--- src/rtl/outport_credit_tx.sv ---
// outport_credit_tx: transmit stage for one switch output port.
// Flits accepted from the switch are buffered in a small FIFO and sent on the
// link. Per-VC credit counters track free slots in the downstream receiver.
// A credit is taken when the flit is accepted, so every buffered flit already
// owns a downstream slot.
//
// Ports:
//   clk, rst        clock, asynchronous active-high reset
//   flit_in/flit_vc flit and VC from the switch, valid with data_ready_in
//   data_ready_in   switch offers a flit
//   packet_sent     flit accepted this cycle
//   credit_granted  per-VC "has credit" back to the switch (ACTIVE only)
//   link_up         link trained; drives DOWN/ACTIVE
//   credit_return   per-VC one-cycle pulse: downstream freed one slot
//   tx_flit/tx_vc   FIFO head onto the link (zero when not valid)
//   tx_valid        head valid; tx_ready completes the transfer
//   credit_err      sticky: credit returned while counter already full
module outport_credit_tx #(
   parameter  int NUM_VCS     = 2,
   parameter  int MAX_CREDITS = 4,
   parameter  int FIFO_DEPTH  = 2,
   parameter  int FLIT_W      = 32,
   localparam int VC_W        = (NUM_VCS > 1) ? $clog2(NUM_VCS) : 1,
   localparam int CNT_W       = $clog2(MAX_CREDITS + 1)
) (
   input  logic               clk,
   input  logic               rst,
   input  logic [FLIT_W-1:0]  flit_in,
   input  logic [VC_W-1:0]    flit_vc,
   input  logic               data_ready_in,
   output logic               packet_sent,
   output logic [NUM_VCS-1:0] credit_granted,
   input  logic               link_up,
   input  logic [NUM_VCS-1:0] credit_return,
   output logic [FLIT_W-1:0]  tx_flit,
   output logic [VC_W-1:0]    tx_vc,
   output logic               tx_valid,
   input  logic               tx_ready,
   output logic               credit_err
);
   localparam int PTR_W  = $clog2(FIFO_DEPTH);
   localparam int FCNT_W = $clog2(FIFO_DEPTH + 1);

   typedef struct packed {
      logic [FLIT_W-1:0] flit;
      logic [VC_W-1:0]   vc;
   } entry_t;

   typedef enum logic {DOWN, ACTIVE} state_t;

   state_t state, state_nx;
   logic   active, going_down;

   // link state FSM
   always_ff @(posedge clk or posedge rst) begin
      if (rst) state <= DOWN;
      else     state <= state_nx;
   end

   always_comb begin
      state_nx = state;
      case (state)
         DOWN:    if (link_up)  state_nx = ACTIVE;
         ACTIVE:  if (!link_up) state_nx = DOWN;
         default: state_nx = DOWN;
      endcase
   end

   assign active     = (state == ACTIVE);
   // leaving ACTIVE flushes the FIFO and reloads credits on the same edge
   assign going_down = active && !link_up;

   // FIFO
   entry_t             mem [FIFO_DEPTH];
   entry_t             head;
   logic [PTR_W-1:0]   rd_ptr, wr_ptr;
   logic [FCNT_W-1:0]  count;
   logic               full, empty, push, pop;

   assign full  = (count == FCNT_W'(FIFO_DEPTH));
   assign empty = (count == '0);
   assign head  = mem[rd_ptr];

   assign tx_valid = active && !empty;
   assign pop      = tx_valid && tx_ready;
   assign tx_flit  = tx_valid ? head.flit : '0;
   assign tx_vc    = tx_valid ? head.vc   : '0;

   // credits
   logic [NUM_VCS-1:0][CNT_W-1:0] credit;
   logic [NUM_VCS-1:0]            inc, dec, sat;
   logic                          vc_has_credit, accept;

   // out-of-range VCs match no counter, so they are never accepted
   always_comb begin
      vc_has_credit = 1'b0;
      for (int v = 0; v < NUM_VCS; v++)
         if (flit_vc == VC_W'(v) && credit[v] != '0) vc_has_credit = 1'b1;
   end

   assign accept      = active && data_ready_in && vc_has_credit && (!full || pop);
   assign packet_sent = accept;
   assign push        = accept;

   always_comb begin
      inc = '0;
      dec = '0;
      sat = '0;
      for (int v = 0; v < NUM_VCS; v++) begin
         inc[v]            = active && credit_return[v];
         dec[v]            = accept && (flit_vc == VC_W'(v));
         sat[v]            = link_up && inc[v] && !dec[v] &&
                             (credit[v] == CNT_W'(MAX_CREDITS));
         credit_granted[v] = active && (credit[v] != '0);
      end
   end

   always_ff @(posedge clk or posedge rst) begin
      if (rst) begin
         for (int v = 0; v < NUM_VCS; v++) credit[v] <= CNT_W'(MAX_CREDITS);
      end else begin
         for (int v = 0; v < NUM_VCS; v++) begin
            if (going_down)
               credit[v] <= CNT_W'(MAX_CREDITS);
            else if (inc[v] && !dec[v] && credit[v] != CNT_W'(MAX_CREDITS))
               credit[v] <= credit[v] + 1'b1;
            else if (dec[v] && !inc[v])
               credit[v] <= credit[v] - 1'b1;
         end
      end
   end

   always_ff @(posedge clk or posedge rst) begin
      if (rst)       credit_err <= 1'b0;
      else if (|sat) credit_err <= 1'b1;
   end

   // FIFO pointers wrap naturally since depth is a power of 2
   always_ff @(posedge clk or posedge rst) begin
      if (rst) begin
         rd_ptr <= '0;
         wr_ptr <= '0;
         count  <= '0;
      end else if (going_down) begin
         rd_ptr <= '0;
         wr_ptr <= '0;
         count  <= '0;
      end else begin
         if (push) wr_ptr <= wr_ptr + 1'b1;
         if (pop)  rd_ptr <= rd_ptr + 1'b1;
         if (push && !pop)      count <= count + 1'b1;
         else if (pop && !push) count <= count - 1'b1;
      end
   end

   // storage needs no reset: outputs are masked by tx_valid
   always_ff @(posedge clk) begin
      if (push) mem[wr_ptr] <= '{flit: flit_in, vc: flit_vc};
   end
endmodule
--- config.mk ---
export PLATFORM = sky130hd
export DESIGN_NAME = outport_credit_tx
export DESIGN_NICKNAME = d
export VERILOG_FILES = /design/src/rtl/outport_credit_tx.sv
export SDC_FILE = /design/constraint.sdc
export NUM_CORES = 1
export LEC_CHECK = 0
export ABC_AREA = 1
export BUFFER_PORTS_ARGS = -buffer_cell sky130_fd_sc_hd__buf_2
export CAP_MARGIN = 10
export CORE_MARGIN = 3
export CORE_UTILIZATION = 43
export CTS_CLUSTER_DIAMETER = 200
export CTS_CLUSTER_SIZE = 24
export DETAILED_ROUTE_END_ITERATION = 7
export HOLD_SLACK_MARGIN = 0.05
export PLACE_DENSITY_LB_ADDON = 0.3
export REMOVE_ABC_BUFFERS = 1
export SYNTH_ARGS = -nofsm -noshare
export SYNTH_HDL_FRONTEND = slang
export SYNTH_SLANG_ARGS = --single-unit
--- constraint.sdc ---
create_clock -name clk -period 3.3 [get_ports clk]
set_input_delay 0.66 -clock clk [delete_from_list [all_inputs] [get_ports clk]]
set_output_delay 0.66 -clock clk [all_outputs]
set_load 0.005 [all_outputs]
==> results.tsv, run 1 <==
stage	metric	value	unit
final_layout	multi_input_area	999.7	sq um
global_routing	grt_max_degree	35	
logic_synthesis	synth_fa_ha_area_share	1.134	%
logic_synthesis	synth_xor_area_share	0	%
global_routing	grt_pass1_vias	2445	
power	clockPowerShare	23.4	%
die	fp.dieArea	9334	sq um
logic_synthesis	synthSimpleGateAreaFrac	24.31	%
logic_synthesis	synth_top_family_by_area	simple AND/OR/NAND/NOR gates	
power	power.internal	1914	uW
final_layout	fillers	709	
route	wl_per_cell	12.46	um
route	ant_nets	0	
sta	finClkSkew	0.009969	ns
global_routing	grt_pass1_wl	11.42	mm
logic_synthesis	synth_top_cell_by_area	edfxtp_1	
logic_synthesis	syn_avg_cell_area	9.835	sq um
power	pwr-share-seq	43.6	%
sta	setup_violations	0	
die	core_area	7848	sq um
die	die_width	96.62	um
route	drtPass1Iterations	4	
clock_tree	cts-resized-gates	0	
clock_tree	clock_latency	0.33	ns
sta	fin_setup_tns	0	ns
logic_synthesis	synth_cell_types	28	
clock_tree	cts-root-buf	clkbuf_8	
final_layout	finish.utilization	54.51	%
placement	gp_congestion	0.8570	
logic_synthesis	ys_seq_elements	78	
sta	max_slew_margin	66.70	%
sta	finalHoldViolCount	0	
route	route.detailed.drc	0	
critical_path	endpoint_kind	output port	
route	vias_per_cell	4.552	
logic_synthesis	syn-cell-area	3531	sq um
critical_path	cp.arrival	1.75	ns
clock_tree	cts_tree	yes	
flow_run	maxCapViolCount	0	
route	drtIter0Drc	104	
placement	port_buffers	77	
global_routing	antenna_found_initial	0	
final_layout	layout-drive-gt1-share	27.74	%
clock_tree	hold_buffers	0	
clock_tree	numCtsBuffers	9	
global_routing	grt_use_total	15.18	%
sta	min_period	2.406	ns
logic_synthesis	yosysTopAreaCellShare	56.13	%
power	leakage	0.002173	uW
critical_path	crit_required	2.64	ns
critical_path	crit_type	register to output port	
logic_synthesis	synth_warnings	0	
hold_path	min_path_type	primary input to asynchronous set/reset pin	
sta	fin_crit_sh	72.92	%
power	p_sw	1036	uW
power	swShare	35.12	%
sta	slew_viol_final	0	
global_routing	overflow	0	
route	via_count	2499	
power	peakVddDrop	0.3708	mV
status	status	finished clean	
die	num_io_pins	78	
die	rows	32	
sta	fmax	0.4156	GHz
die	floorplan.die.height	96.62	um
critical_path	critPathLaunch	rd_ptr	
clock_tree	clk_pin_slew	0.08	ns
die	initial_core_util	44.99	%
power	pwr_density_cell	689.7	nW/um^2
final_layout	nets	484	
placement	hpwl	4.836	mm
logic_synthesis	synthMuxAreaShare	0	%
logic_synthesis	yosys-top-cells-area	edfxtp_1, nand2_1, dfrtp_1	
final_layout	area_delta_synth_final	21.16	%
route	drt-total-wl	6.838	mm
logic_synthesis	ys_seq_area_share	64.71	%
sta	max_slew.worst_pin.slew	0.4989	ns
clock_tree	clock_path_buffers	2	
power	combPwrFrac	33.0	%
critical_path	critPathLaunchType	register	
final_layout	num_antenna_cells	0	
logic_synthesis	synth_compound_area_share	2.445	%
critical_path	r2r_start	credit[2]	
clock_tree	cts_setup_buffers	0	
final_layout	seqCellArea	2285	sq um
sta	rsz0062_at_grt	false	
clock_tree	cts_max_level	3	
critical_path	cp_max_fo	24	
clock_tree	clock-sinks	78	
logic_synthesis	post_synth_inst_count	359	
[per-stage QoR]
stage | hold slack [ns] | setup slack [ns] | instances | area [sq um] | power [uW]
floorplan | 0.4510 | 0.4445 | 349 | 3491 | 1945
global placement | 0.4389 | 1.176 | 533 | 4081 | 2262
detailed placement | 0.4480 | 1.122 | 533 | 4081 | 2300
CTS | 0.3414 | 0.8627 | 549 | 4278 | 2992
global route | 0.3487 | 0.7163 | 549 | 4278 | 3177
finish | 0.3416 | 0.8937 | 549 | 4278 | 2951
[routing by layer]
metal / track usage, % / share of wire, % / routed length (um) / vias to the layer above
met5: 0 / 0 / 0 / -
met4: 4.428 / 0.80 / 55 / 0
met1: 18.97 / 43 / 2953 / 1124
met3: 5.191 / 7.3 / 497 / 6
li1: - / - / - / 1297
met2: 25.05 / 49 / 3332 / 72
[cells by family after synthesis]
| family | count (synthesis) |
|---|---|
| buf+inv | 68 |
| flops | 78 |
| fa+ha+maj | 2 |
| simple gates | 196 |
| compound gates | 15 |
[path summary, 6_finish.rpt]
kind	slack, ns	end	depth (start not counted)
worst max-delay path	0.89	tx_flit[2]	7
worst min-delay path	0.34	credit[0]	2
worst max register to register	1.33	mem[0][8]	7
worst min register to register	0.46	credit_err	1
max in group asynchronous	2.60	credit[5]	2
min in group clk	0.46	credit_err	1
[critical path: stages, from the launching register on]
cell and delay, ns:
dfrtp_1 0.35, clkinv_1 0.32, buf_4 0.36, nand2_1 0.09, nand2_1 0.04, nand2_1 0.09
inv_1 0.04, buf_2 0.12
[cells in the mapped netlist]
library cell and count:
inv_2 4, nand4_2 1, o21ai_1 2, inv_4 1, a21oi_1 4, a21oi_2 2, o22ai_1 1, clkbuf_1 8
clkinv_1 2, nand3_4 2, nor2_2 2, nand2_4 2, nand4_1 3, clkinv_2 1, nand2_1 158, buf_2 2
a21o_1 1, nor2_1 8, fa_1 2, inv_1 50, dfrtp_1 10, nor2_4 1, edfxtp_1 66, dfstp_2 2
nand3_2 5, o21ai_0 5, nand2_2 2, nand3_1 12
[state kept, by name, summed over array words and instances (netlist names)]
name	count
rd_ptr	1
credit	6
mem	66
active	1
credit_err	1
count	2
wr_ptr	1
[final cells by class]
| cell class | instances | share of cell area, % |
|---|---|---|
| sequential | 78 | 53.41 |
| multi-input combinational | 213 | 23.37 |
| timing repair buffer | 82 | 10.47 |
| inverter | 58 | 5.177 |
| tap | 102 | 2.983 |
| clock buffer | 9 | 2.896 |
| clock inverter | 7 | 1.696 |
[placed cells by master, fill, tap and decap left out, types with 3 or more instances in the layout]
master	n
o21ai_0	5
nor2_4	3
nand4_1	3
buf_2	77
clkinv_1	3
inv_2	4
buf_4	3
nand3_1	12
inv_1	50
nand3_2	5
nand2_1	158
a21oi_1	4
nor2_1	6
edfxtp_1	66
dfrtp_1	10
clkbuf_8	9
[power groups by stage]
stage,registers (uW),logic (uW),clock network (uW)
5_1_grt,1300,1120,758
6_report,1290,973,690
3_5_place_dp,1310,992,0
4_1_cts,1290,992,711
2_1_floorplan,1320,622,0
3_3_place_gp,1310,956,0
No activity file was read; power rests on OpenSTA's default activity.
==> run 2: changes to the inputs <==
Clock period 3.3 ns to 2.3 ns, I/O delays scaled along.
==> run 2 against run 1 <==
  * Critical path depth is the same
  * Global-route usage down 0.65 points
  * Non-clock buffer count is 2 higher
  * First-iteration DRC count up 4.8%
  * Critical path type unchanged
  * Die area stayed put
  * Clock-buffer cell count unchanged
  * Hold slack got worse by 0.18 ns
  * Utilization barely moved
  * Wire length decreased by 3.2%
==> results.tsv, run 2 (synthesis results as in run 1) <==
stage	metric	value	unit	change
critical_path	crit_type	register to output port		unchanged
clock_tree	cts-root-buf	clkbuf_8		unchanged
die	core_area	7848	sq um	unchanged
sta	finalHoldViolCount	0		unchanged
global_routing	grt_max_degree	35		unchanged
clock_tree	clock_path_buffers	2		unchanged
sta	fin_setup_tns	0	ns	unchanged
route	route.met2.wl	3.260	mm	was 3.332 mm
clock_tree	hold_buffers	0		unchanged
sta	max_slew.worst_pin.slew	0.5268	ns	was 0.4989 ns
critical_path	critPathLaunchType	register		unchanged
global_routing	overflow	0		unchanged
power	pwr_density_cell	989.6	nW/um^2	was 689.7 nW/um^2
power	leakage	0.002184	uW	was 0.002173 uW
route	vias_per_cell	4.563		was 4.552
final_layout	top_regs	mem x66, credit x6, count x2		unchanged
final_layout	seqCellArea	2285	sq um	unchanged
sta	setup_violations	0		unchanged
sta	rsz0062_at_grt	false		unchanged
die	rows	32		unchanged
die	initial_core_util	44.99	%	unchanged
sta	max_slew_margin	64.84	%	was 66.70%
global_routing	grt_pass1_wl	10.94	mm	was 11.42 mm
global_routing	grt_use_total	14.53	%	was 15.18%
placement	port_buffers	77		unchanged
placement	gp_congestion	0.8538		was 0.8570
final_layout	area_delta_synth_final	21.23	%	was 21.16%
route	met1_length	2.889	mm	was 2.953 mm
critical_path	cp.arrival	1.60	ns	was 1.75 ns
die	num_io_pins	78		unchanged
sta	finClkSkew	0.008689	ns	was 0.009969 ns
die	fp.dieArea	9334	sq um	unchanged
die	die_width	96.62	um	unchanged
clock_tree	cts_tree	yes		unchanged
critical_path	endpoint_kind	output port		unchanged
route	wl_met3	404	um	was 497 um
die	floorplan.die.height	96.62	um	unchanged
flow_run	maxCapViolCount	0		unchanged
placement	hpwl	4.680	mm	was 4.836 mm
route	drtPass1Iterations	4		unchanged
route	wl_per_cell	12.01	um	was 12.46 um
route	drtIter0Drc	109		was 104
route	highest_layer	met4		unchanged
global_routing	antenna_found_initial	0		unchanged
final_layout	num_antenna_cells	0		unchanged
clock_tree	clock_latency	0.33	ns	about the same
final_layout	layout_commonest_cell	nand2_1		unchanged
critical_path	crit_required	1.84	ns	was 2.64 ns
route	route.detailed.drc	0		unchanged
clock_tree	clk_pin_slew	0.08	ns	about the same
sta	fin_crit_sh	89.78	%	
clock_tree	cts-resized-gates	0		unchanged
hold_path	min_path_type	primary input to asynchronous set/reset pin		unchanged
final_layout	fillers	721		was 709
final_layout	nets	486		was 484
clock_tree	cts_max_level	3		unchanged
final_layout	layout-drive-gt1-share	28.06	%	was 27.74%
sta	slew_viol_final	0		unchanged
final_layout	final_cell_mix	nand2_1, buf_2, edfxtp_1		unchanged
route	ant_nets	0		unchanged
route	drt-total-wl	6.620	mm	was 6.838 mm
final_layout	largest_reg_flops	66		unchanged
route	via_count	2514		was 2499
clock_tree	cts_setup_buffers	0		unchanged
final_layout	multi_input_area	999.7	sq um	unchanged
global_routing	grt_pass1_vias	2336		was 2445
placement	dpl_worst_slack	0.4902	ns	was 1.122 ns
sta	min_period	2.065	ns	
sta	fmax	0.4843	GHz	
critical_path	cp_max_fo	26		was 24
clock_tree	numCtsBuffers	9		unchanged
final_layout	top_register	mem		unchanged
power	peakVddDrop	0.6019	mV	was 0.3708 mV
sta	fin_ws	0.2352	ns	was 0.8937 ns
status	status	finished clean		unchanged
clock_tree	clock-sinks	78		unchanged
-- run 2: worst paths after layout --
kind	start	to	slack [ns]	cells past startpoint
worst max-delay path	rd_ptr	tx_flit[2]	0.24	7
worst min-delay path	rst	wr_ptr	0.16	2
worst max register to register	credit[3]	credit[4]	0.52	9
worst min register to register	credit_err	credit_err	0.46	1
max in group asynchronous	rst	credit[5]	1.77	2
min in group clk	link_up	active	0.27	1
-- run 2: power by group --
part	internal [uW]	switching, uW
Sequential	1740	110
Combinational	514	884
Clock	503	486
-- run 2: area by class of cell --
class / instances / share of cell area [%]
Tap cell: 102 / 2.982
Inverter: 58 / 5.174
Timing Repair Buffer: 84 / 10.52
Sequential cell: 78 / 53.38
Multi-Input combinational cell: 213 / 23.36
Clock buffer: 9 / 2.894
Clock inverter: 7 / 1.695
-- run 2: layer usage --
metal	GRT usage (%)	vias to the layer above
met5	0	-
met4	4.968	0
met3	4.182	7
met2	24.73	64
met1	17.69	1141
li1	-	1302
-- run 2: worst max-delay path, stage by stage (launching register included) --
cell and delay, ns:
dfrtp_1 0.36, clkinv_1 0.29, buf_12 0.28, nand2_1 0.06, nand2_1 0.06, nand2_1 0.07
inv_1 0.04, buf_2 0.11
-- run 2: per-stage QoR --
step | area, sq um | utilization (%) | cells | hold WS [ns] | power [uW]
2_1_floorplan | 3491 | - | 349 | 0.3233 | 2790
3_3_place_gp | 4084 | 52.04 | 535 | 0.4519 | 3246
3_5_place_dp | 4084 | 52.04 | 535 | 0.4476 | 3298
4_1_cts | 4280 | 54.54 | 551 | 0.1657 | 4291
5_1_grt | 4280 | 54.54 | 551 | 0.1740 | 4540
6_report | 4280 | 54.54 | 551 | 0.1578 | 4236
